File: src/rtl/mux_bist_pkg.sv
// Shared types and helpers for the 4:1 mux BIST controller.
package mux_bist_pkg;

  localparam int PAT_W = 6;
  localparam logic [PAT_W-1:0] PAT_LAST = 6'd63;
  localparam int CNT_W = 7;

  typedef enum logic [2:0] {
    IDLE,
    APPLY,
    WAIT,
    CHECK,
    DONE
  } state_t;

  // Golden mux response: select one of the four data bits by p[5:4].
  function automatic logic expected_out(input logic [PAT_W-1:0] p);
    logic [3:0] data;
    data = p[3:0];
    return data[p[5:4]];
  endfunction

endpackage

File: src/rtl/mux_bist_pattern_gen.sv
// Pattern counter for the mux BIST; decodes the index into mux data/select fields.
module mux_bist_pattern_gen
  import mux_bist_pkg::*;
(
  input  logic             clk,
  input  logic             rst,
  input  logic             clr,
  input  logic             inc,
  output logic [PAT_W-1:0] p,
  output logic             pat_a,
  output logic             pat_b,
  output logic             pat_c,
  output logic             pat_d,
  output logic [1:0]       pat_sel
);

  always_ff @(posedge clk or posedge rst) begin
    if (rst) begin
      p <= '0;
    end else if (clr) begin
      p <= '0;
    end else if (inc) begin
      p <= p + 1'b1;
    end
  end

  assign pat_a   = p[0];
  assign pat_b   = p[1];
  assign pat_c   = p[2];
  assign pat_d   = p[3];
  assign pat_sel = p[5:4];

endmodule

File: src/rtl/mux_bist_ctrl.sv
// BIST sequencer and functional bypass for a 4:1 single-bit mux.
module mux_bist_ctrl
  import mux_bist_pkg::*;
#(
  parameter int unsigned SETTLE_CYCLES = 1
) (
  input  logic             clk,
  input  logic             rst,
  input  logic             start,
  input  logic             func_a,
  input  logic             func_b,
  input  logic             func_c,
  input  logic             func_d,
  input  logic [1:0]       func_sel,
  input  logic             mux_out,
  output logic             mux_a,
  output logic             mux_b,
  output logic             mux_c,
  output logic             mux_d,
  output logic [1:0]       mux_sel,
  output logic             busy,
  output logic             done,
  output logic             pass,
  output logic             fault,
  output logic [CNT_W-1:0] fail_count,
  output logic [PAT_W-1:0] first_fail_pattern
);

  localparam logic [3:0] SETTLE_LOAD = (SETTLE_CYCLES > 0) ? 4'(SETTLE_CYCLES - 1) : 4'd0;

  state_t           state;
  logic [3:0]       settle_cnt;
  logic [PAT_W-1:0] p;
  logic             pat_a, pat_b, pat_c, pat_d;
  logic [1:0]       pat_sel;
  logic             run_start;
  logic             pat_inc;
  logic             mismatch;

  assign run_start = start && ((state == IDLE) || (state == DONE));
  assign pat_inc   = (state == CHECK) && (p != PAT_LAST);
  // Four-state compare so an X on the observed output is scored as a fault.
  assign mismatch  = (mux_out !== expected_out(p));

  mux_bist_pattern_gen u_pattern_gen (
    .clk     (clk),
    .rst     (rst),
    .clr     (run_start),
    .inc     (pat_inc),
    .p       (p),
    .pat_a   (pat_a),
    .pat_b   (pat_b),
    .pat_c   (pat_c),
    .pat_d   (pat_d),
    .pat_sel (pat_sel)
  );

  always_ff @(posedge clk or posedge rst) begin
    if (rst) begin
      state              <= IDLE;
      settle_cnt         <= '0;
      busy               <= 1'b0;
      done               <= 1'b0;
      fault              <= 1'b0;
      fail_count         <= '0;
      first_fail_pattern <= '0;
    end else begin
      case (state)
        IDLE, DONE: begin
          if (start) begin
            state              <= APPLY;
            busy               <= 1'b1;
            done               <= 1'b0;
            fault              <= 1'b0;
            fail_count         <= '0;
            first_fail_pattern <= '0;
          end
        end
        APPLY: begin
          settle_cnt <= SETTLE_LOAD;
          if (SETTLE_CYCLES > 0) state <= WAIT;
          else                   state <= CHECK;
        end
        WAIT: begin
          if (settle_cnt == '0) state <= CHECK;
          else                  settle_cnt <= settle_cnt - 1'b1;
        end
        CHECK: begin
          if (mismatch) begin
            fail_count <= fail_count + 1'b1;
            if (!fault) first_fail_pattern <= p;
            fault <= 1'b1;
          end
          if (p == PAT_LAST) begin
            state <= DONE;
            busy  <= 1'b0;
            done  <= 1'b1;
          end else begin
            state <= APPLY;
          end
        end
        default: begin
          state <= IDLE;
          busy  <= 1'b0;
          done  <= 1'b0;
        end
      endcase
    end
  end

  assign pass = done & ~fault;

  always_comb begin
    mux_a   = func_a;
    mux_b   = func_b;
    mux_c   = func_c;
    mux_d   = func_d;
    mux_sel = func_sel;
    if (busy) begin
      mux_a   = pat_a;
      mux_b   = pat_b;
      mux_c   = pat_c;
      mux_d   = pat_d;
      mux_sel = pat_sel;
    end
  end

endmodule

File: config.mk
export PLATFORM = sky130hd
export DESIGN_NAME = mux_bist_ctrl
export DESIGN_NICKNAME = d
export VERILOG_FILES = /design/src/rtl/mux_bist_pkg.sv /design/src/rtl/mux_bist_pattern_gen.sv /design/src/rtl/mux_bist_ctrl.sv
export SDC_FILE = /design/constraint.sdc
export NUM_CORES = 1
export LEC_CHECK = 0
export CORE_MARGIN = 2
export CORE_UTILIZATION = 38
export CTS_BUF_LIST = sky130_fd_sc_hd__clkbuf_4 sky130_fd_sc_hd__clkbuf_8
export DETAILED_ROUTE_END_ITERATION = 10
export GPL_ROUTABILITY_DRIVEN = 0
export GPL_TIMING_DRIVEN = 0
export PLACE_DENSITY_LB_ADDON = 0.08
export SYNTH_ARGS = -nofsm -noshare
export SYNTH_HDL_FRONTEND = slang
export SYNTH_SLANG_ARGS = --single-unit
File: constraint.sdc
create_clock -name clk -period 2.2 [get_ports clk]
set_input_delay 0.66 -clock clk [delete_from_list [all_inputs] [get_ports clk]]
set_output_delay 0.66 -clock clk [all_outputs]
set_load 0.02 [all_outputs]
# [Yosys cells after proc, flatten, opt, wreduce, memory -nomap -nowiden]
# Index checks and enable logic that the tools add are counted.
[op_classes] addsub=3 order_cmp=1 n_eq_ne=13 mux=30 bitwise=3 n_reduce_logical=15
[ops] operator="two-way mux 6 bit" count=5
[ops] operator="two-way mux 7 bit" count=2
[ops] operator="case mux 7 bit (2 select lines)" count=1
[ops] operator="case mux 3 bit (4 select lines)" count=1
[ops] operator="case mux 6 bit (2 select lines)" count=1
[ops] operator="two-way mux 1 bit" count=10
[ops] operator="!= test 2 bit, second input constant" count=5
[ops] operator="two-way mux 3 bit" count=3
[ops] operator="case mux 4 bit (2 select lines)" count=1
[ops] operator="adder 7 x 1 -> 7 bit, second input constant" count=1
[ops] operator="adder 6 x 1 -> 6 bit, second input constant" count=1
[ops] operator="equality test 3 x 2 -> 1 bit, second input constant" count=2
[ops] operator="equality test 6 bit, second input constant" count=1
[ops] operator="!= test 6 bit, second input constant" count=1
[ops] operator="case mux 1 bit (3 select lines)" count=2
[ops] operator="AND reduction 3 bit" count=2
[ops] operator="nonzero test 2 bit" count=3
[ops] operator="logical NOT 4 bit" count=1
[ops] operator="two-way mux 4 bit" count=1
[ops] operator="AND reduction 2 bit" count=2
[ops] operator="AND reduction 4 bit" count=1
[ops] operator="OR reduction 2 bit" count=2
[ops] operator="subtractor 4 x 1 -> 4 bit, second input constant" count=1
[ops] operator="equality test 3 x 1 -> 1 bit, second input constant" count=1
[ops] operator="12 further kinds" count=14
[totals] regBits=29 input_bits=10 output_inout_bits=23 elab_cells=73

# [Longest topological paths before layout]
[depth] word_depth=5 mapped_depth=6

# [Cells and area by module]
# Synthesis repeated with hierarchy kept, for this count alone.
[unflattened] cells_unflattened=175 hier_area_um2=1667.8
[modules_own_cells] module="mux_bist_ctrl" instances=1 cells_per_inst=142 area_per_inst_um2=1345.0 seq_area_each_um2=575.6
[modules_own_cells] module="mux_bist_pattern_gen" instances=1 cells_per_inst=33 area_per_inst_um2=322.8 seq_area_each_um2=150.1

# [Worst setup path before layout]
# OpenSTA, ideal clock, no wires.
[synth_timing] path_kind="reg-to-reg" from="register u_pattern_gen.p[3]" to="register fail_count[2]" setup_ns=0.131 arrival_time_ns=1.796 required_time_ns=2.069 slack_ns=0.273 stages_incl_launch_ff=7 period_less_slack_ns=1.927 path_cell_list="dfrtp_1 buf_2 mux4_2 xnor2_2 buf_6 and3_2 or3_1"
[synth_via] elab_chain_cells=5
[synth_lines] item="start: declaration" line="mux_bist_pattern_gen.sv:9" rtl="output logic [PAT_W-1:0] p,"
[synth_lines] item="start signal: assignment" line="mux_bist_pattern_gen.sv:23" rtl="p <= p + 1'b1;"
[synth_lines] item="binary-select mux 1 bit (select 2 bit)" line="mux_bist_pkg.sv:20" rtl="return data[p[5:4]];"
[synth_lines] item="two-way mux 1 bit (implied by the code)" line="mux_bist_pkg.sv:20"
[synth_lines] item="!== test 1 bit" line="mux_bist_ctrl.sv:43" rtl="assign mismatch = (mux_out !== expected_out(p));"
[synth_lines] item="!= test 2 bit (no line)"
[synth_lines] item="AND reduction 3 bit (no line)"
[synth_lines] item="end signal: assignment" line="mux_bist_ctrl.sv:90" rtl="fail_count <= fail_count + 1'b1;"
[synth_lines] item="end: declaration" line="mux_bist_ctrl.sv:25" rtl="output logic [CNT_W-1:0] fail_count,"
# Every way passes these cells. The select of a mux whose other input is x is not followed.
# A chain may end at the register's enable or synchronous reset.

# [Worst setup path after layout]
[layout_timing] from="input func_b" to="output mux_b"
[layout_via] elab_chain_cells=1
[layout_lines] item="start: declaration" line="mux_bist_ctrl.sv:11" rtl="input logic func_b,"
[layout_lines] item="two-way mux 1 bit" line="mux_bist_ctrl.sv:119" rtl="if (busy) begin"
[layout_lines] item="end: declaration" line="mux_bist_ctrl.sv:17" rtl="output logic mux_b,"
# Every way passes these cells.

==> flow_summary.toml <==
[critical_path]
path_buf_inv = 2
cpLargestDelayFamily = "buffers and inverters"
crit_type = "in -> out"
crit_required_ns = 1.54
critPathSlowestCell = "clkdlybuf4s50_1"
worstPathCellList = "clkdlybuf4s50_1 -> mux2_2 -> buf_2"
slowest_delay_ns = 0.40
worstSetupStartpointType = "input port"
worstSetupEndpointType = "primary output"
crit_fanout = 1
cp.arrival_ns = 1.48

[global_route]
grt_pass1_wl_um = 6580
overflow = 0
grt_max_degree = 30
first_global_vias = 1314
grt_antenna_before_repair = 0
track_usage_pct = 17.0

[sta]
period_share_pct = 97.1
finClkSkew_ns = 0.00670
timing.fmax_mhz = 468
rsz0062_at_grt = "false"
finalSetupViolCount = 0
slew_violations = 0
tightest_slew_ns = 1.13
hold_viol_final = 0
fin_tns_setup_ns = 0
period_needed_ns = 2.14
relSlewSlack_pct = 24.3

[place]
dpl_cell_area_mm2 = 0.00205
dp_cells = 251
post-dp-hpwl_um = 2660
portBuffers = 32

[pwr]
p_leak_nw = 0.986
peakVddDrop_v = 0.000484
powerDensity_mw_per_mm2 = 1210
totalPowerFinal_mw = 2.58

[synthesis]
netlist_area_mm2 = 0.00166
synthCells = 167
avgSynthCellArea_um2 = 9.94
synth-edff-count = 0
synth_cell_type_count = 48
synth_nets = 181
synth-warning-count = 0
ys_seq_elements = 29
seq_area_frac_synth_pct = 43.7
async_flop_share_pct = 100
ys.flop_type = "dfrtp_1"

[status]
status = "completed"

[floorplanning]
die_x_um = 70.1
fp-row-count = 24
coreArea_mm2 = 0.00429
dieArea_mm2 = 0.00491
start_util_pct = 38.7
fp.dieH_um = 70.1
boundaryPins = 33

[cells_and_area]
layoutNonFillerInstCount = 259
final_util_pct = 49.7
drive_gt1_share_pct = 18.4
synthToLayoutAreaGrowth_pct = 28.6
fin_nets = 220
fill_cells = 404
antennaDiodeCount = 0
design_area_mm2 = 0.00214

[clock_network]
cts_buffers = 5
cts.clk_slew.worst_paths_ns = 0.06
insertion_delay_ns = 0.28
clock_path_buffers = 2
htree_levels = 2
cts_sinks = 29
clockRootBuffer = "clkbuf_8"
tritoncts = "yes"

[drt]
wl_per_cell_um = 14.6
ant_nets = 0
drcViolationCount = 0
drt-initial-drc-count = 47
totalWireLength_um = 3790
vias = 1373
dr.pass1.iters = 4
vias_per_cell = 5.30

[run]
maxCapViolations = 0

[worst_hold_path]
hold_class = "reg -> reg"
==> Yosys cell counts (3+ instances only) <==
library cell  number  area, um2
ha_1               4       50.1
buf_2              4       20.0
xnor2_1            5       43.8
or3_1              3       18.8
dfrtp_1           29        726
nand2_1           14       52.6
nand2b_1           3       18.8
nor2_1            11       41.3
o311ai_0           3       26.3
clkbuf_1           3       11.3
o21ai_0            6       30.0
a21oi_1            8       40.0
nand3_1            7       35.0
mux2i_1            9       90.1
mux2_2             7       78.8
inv_1             10       37.5
==> path summary, 6_finish.rpt <==
| kind | start | end | slack (ns) | cells past startpoint |
|---|---|---|---|---|
| worst max-delay path | func_b | mux_b | 0.06 | 3 |
| worst min-delay path | settle_cnt[0]$_DFFE_PP0P_ | settle_cnt[0]$_DFFE_PP0P_ | 0.51 | 1 |
| worst max register to register | u_pattern_gen.p[3]$_DFFE_PP0P_ | fail_count[2]$_DFFE_PP0P_ | 0.19 | 6 |
| worst min register to register | settle_cnt[0]$_DFFE_PP0P_ | settle_cnt[0]$_DFFE_PP0P_ | 0.51 | 1 |
| max in group asynchronous | rst | busy$_DFFE_PP0P_ | 0.47 | 2 |
| min in group asynchronous | rst | fail_count[0]$_DFFE_PP0P_ | 0.97 | 2 |
==> metrics by stage <==
step	hold slack, ns	setup WS [ns]
after detailed placement	0.498	-0.716
after global routing	0.542	0.0318
after CTS	0.506	0.0420
after global placement	0.497	-0.683
after floorplan	0.464	0.273
final	0.514	0.0629
==> timing repair <==
item                                    in CTS  in global routing
buffers inserted                             0                  1
hold buffers                                 0                  0
endpoints found under the setup margin      12                  4
gates resized for setup                     26                  2
==> where the power goes <==
part           total, mW  switching, mW  leakage (nW)  internal [mW]
logic               1.24          0.680         0.551          0.560
registers          0.844          0.165         0.380          0.679
clock network      0.496          0.213        0.0542          0.283
total               2.58           1.06         0.986           1.52
==> cell usage in the layout (no fill, tap or decap), types with 3 or more instances in the layout <==
cell	instances
dfrtp_1	28
clkdlybuf4s50_1	25
nand2_1	14
nor2_1	11
buf_2	10
inv_1	10
mux2i_1	9
a21oi_1	8
nand3_1	7
mux2_2	7
clkbuf_8	7
o21ai_0	6
xnor2_1	5
ha_1	4
nand2b_1	3
o311ai_0	3
or3_1	3
==> cells by family (layout without fill, tap and decap cells) <==
kind of cell | count (synthesis) | after routing | share of synthesized area [%]
compound gates | 34 | 34 | 14.1
xor+xnor | 7 | 7 | 4.14
fa+ha+maj | 4 | 4 | 3.01
buf+inv | 20 | 60 | 5.80
flops | 29 | 29 | 43.7
mux | 17 | 17 | 11.5
simple gates | 56 | 56 | 17.7
==> state kept, by name, summed over array words and instances, names as in the netlist <==
register / flops
done: 1
u_pattern_gen.p: 6
fail_count: 7
fault: 1
first_fail_pattern: 6
state: 3
settle_cnt: 4
busy: 1
==> area by class of cell <==
cell class                      count  area [um2]  area share, %
Buffer                              9        55.1           2.58
Clock buffer                        7        96.3           4.51
Tap cell                           52        65.1           3.05
Multi-Input combinational cell    118         850           39.8
Clock inverter                      1        5.00          0.234
Inverter                           10        37.5           1.76
Timing Repair Buffer               33         300           14.1
Sequential cell                    29         727           34.0
==> worst reg2reg max path: cells and delay by family (launching register included) <==
family / cells / cell delay (ns)
xor gates and xnor gates: 1 / 0.17
buffers and inverters: 2 / 0.30
DFF: 1 / 0.35
muxes: 1 / 0.53
and+or+nand+nor: 2 / 0.53
==> routing by layer <==
layer	global-route usage [%]	share of wire, %
met1	23.4	48
met2	25.6	48
met3	5.19	3.8
met4	5.13	0.71
met5	0	0
Note: power is estimated with default switching activity, not from simulation.
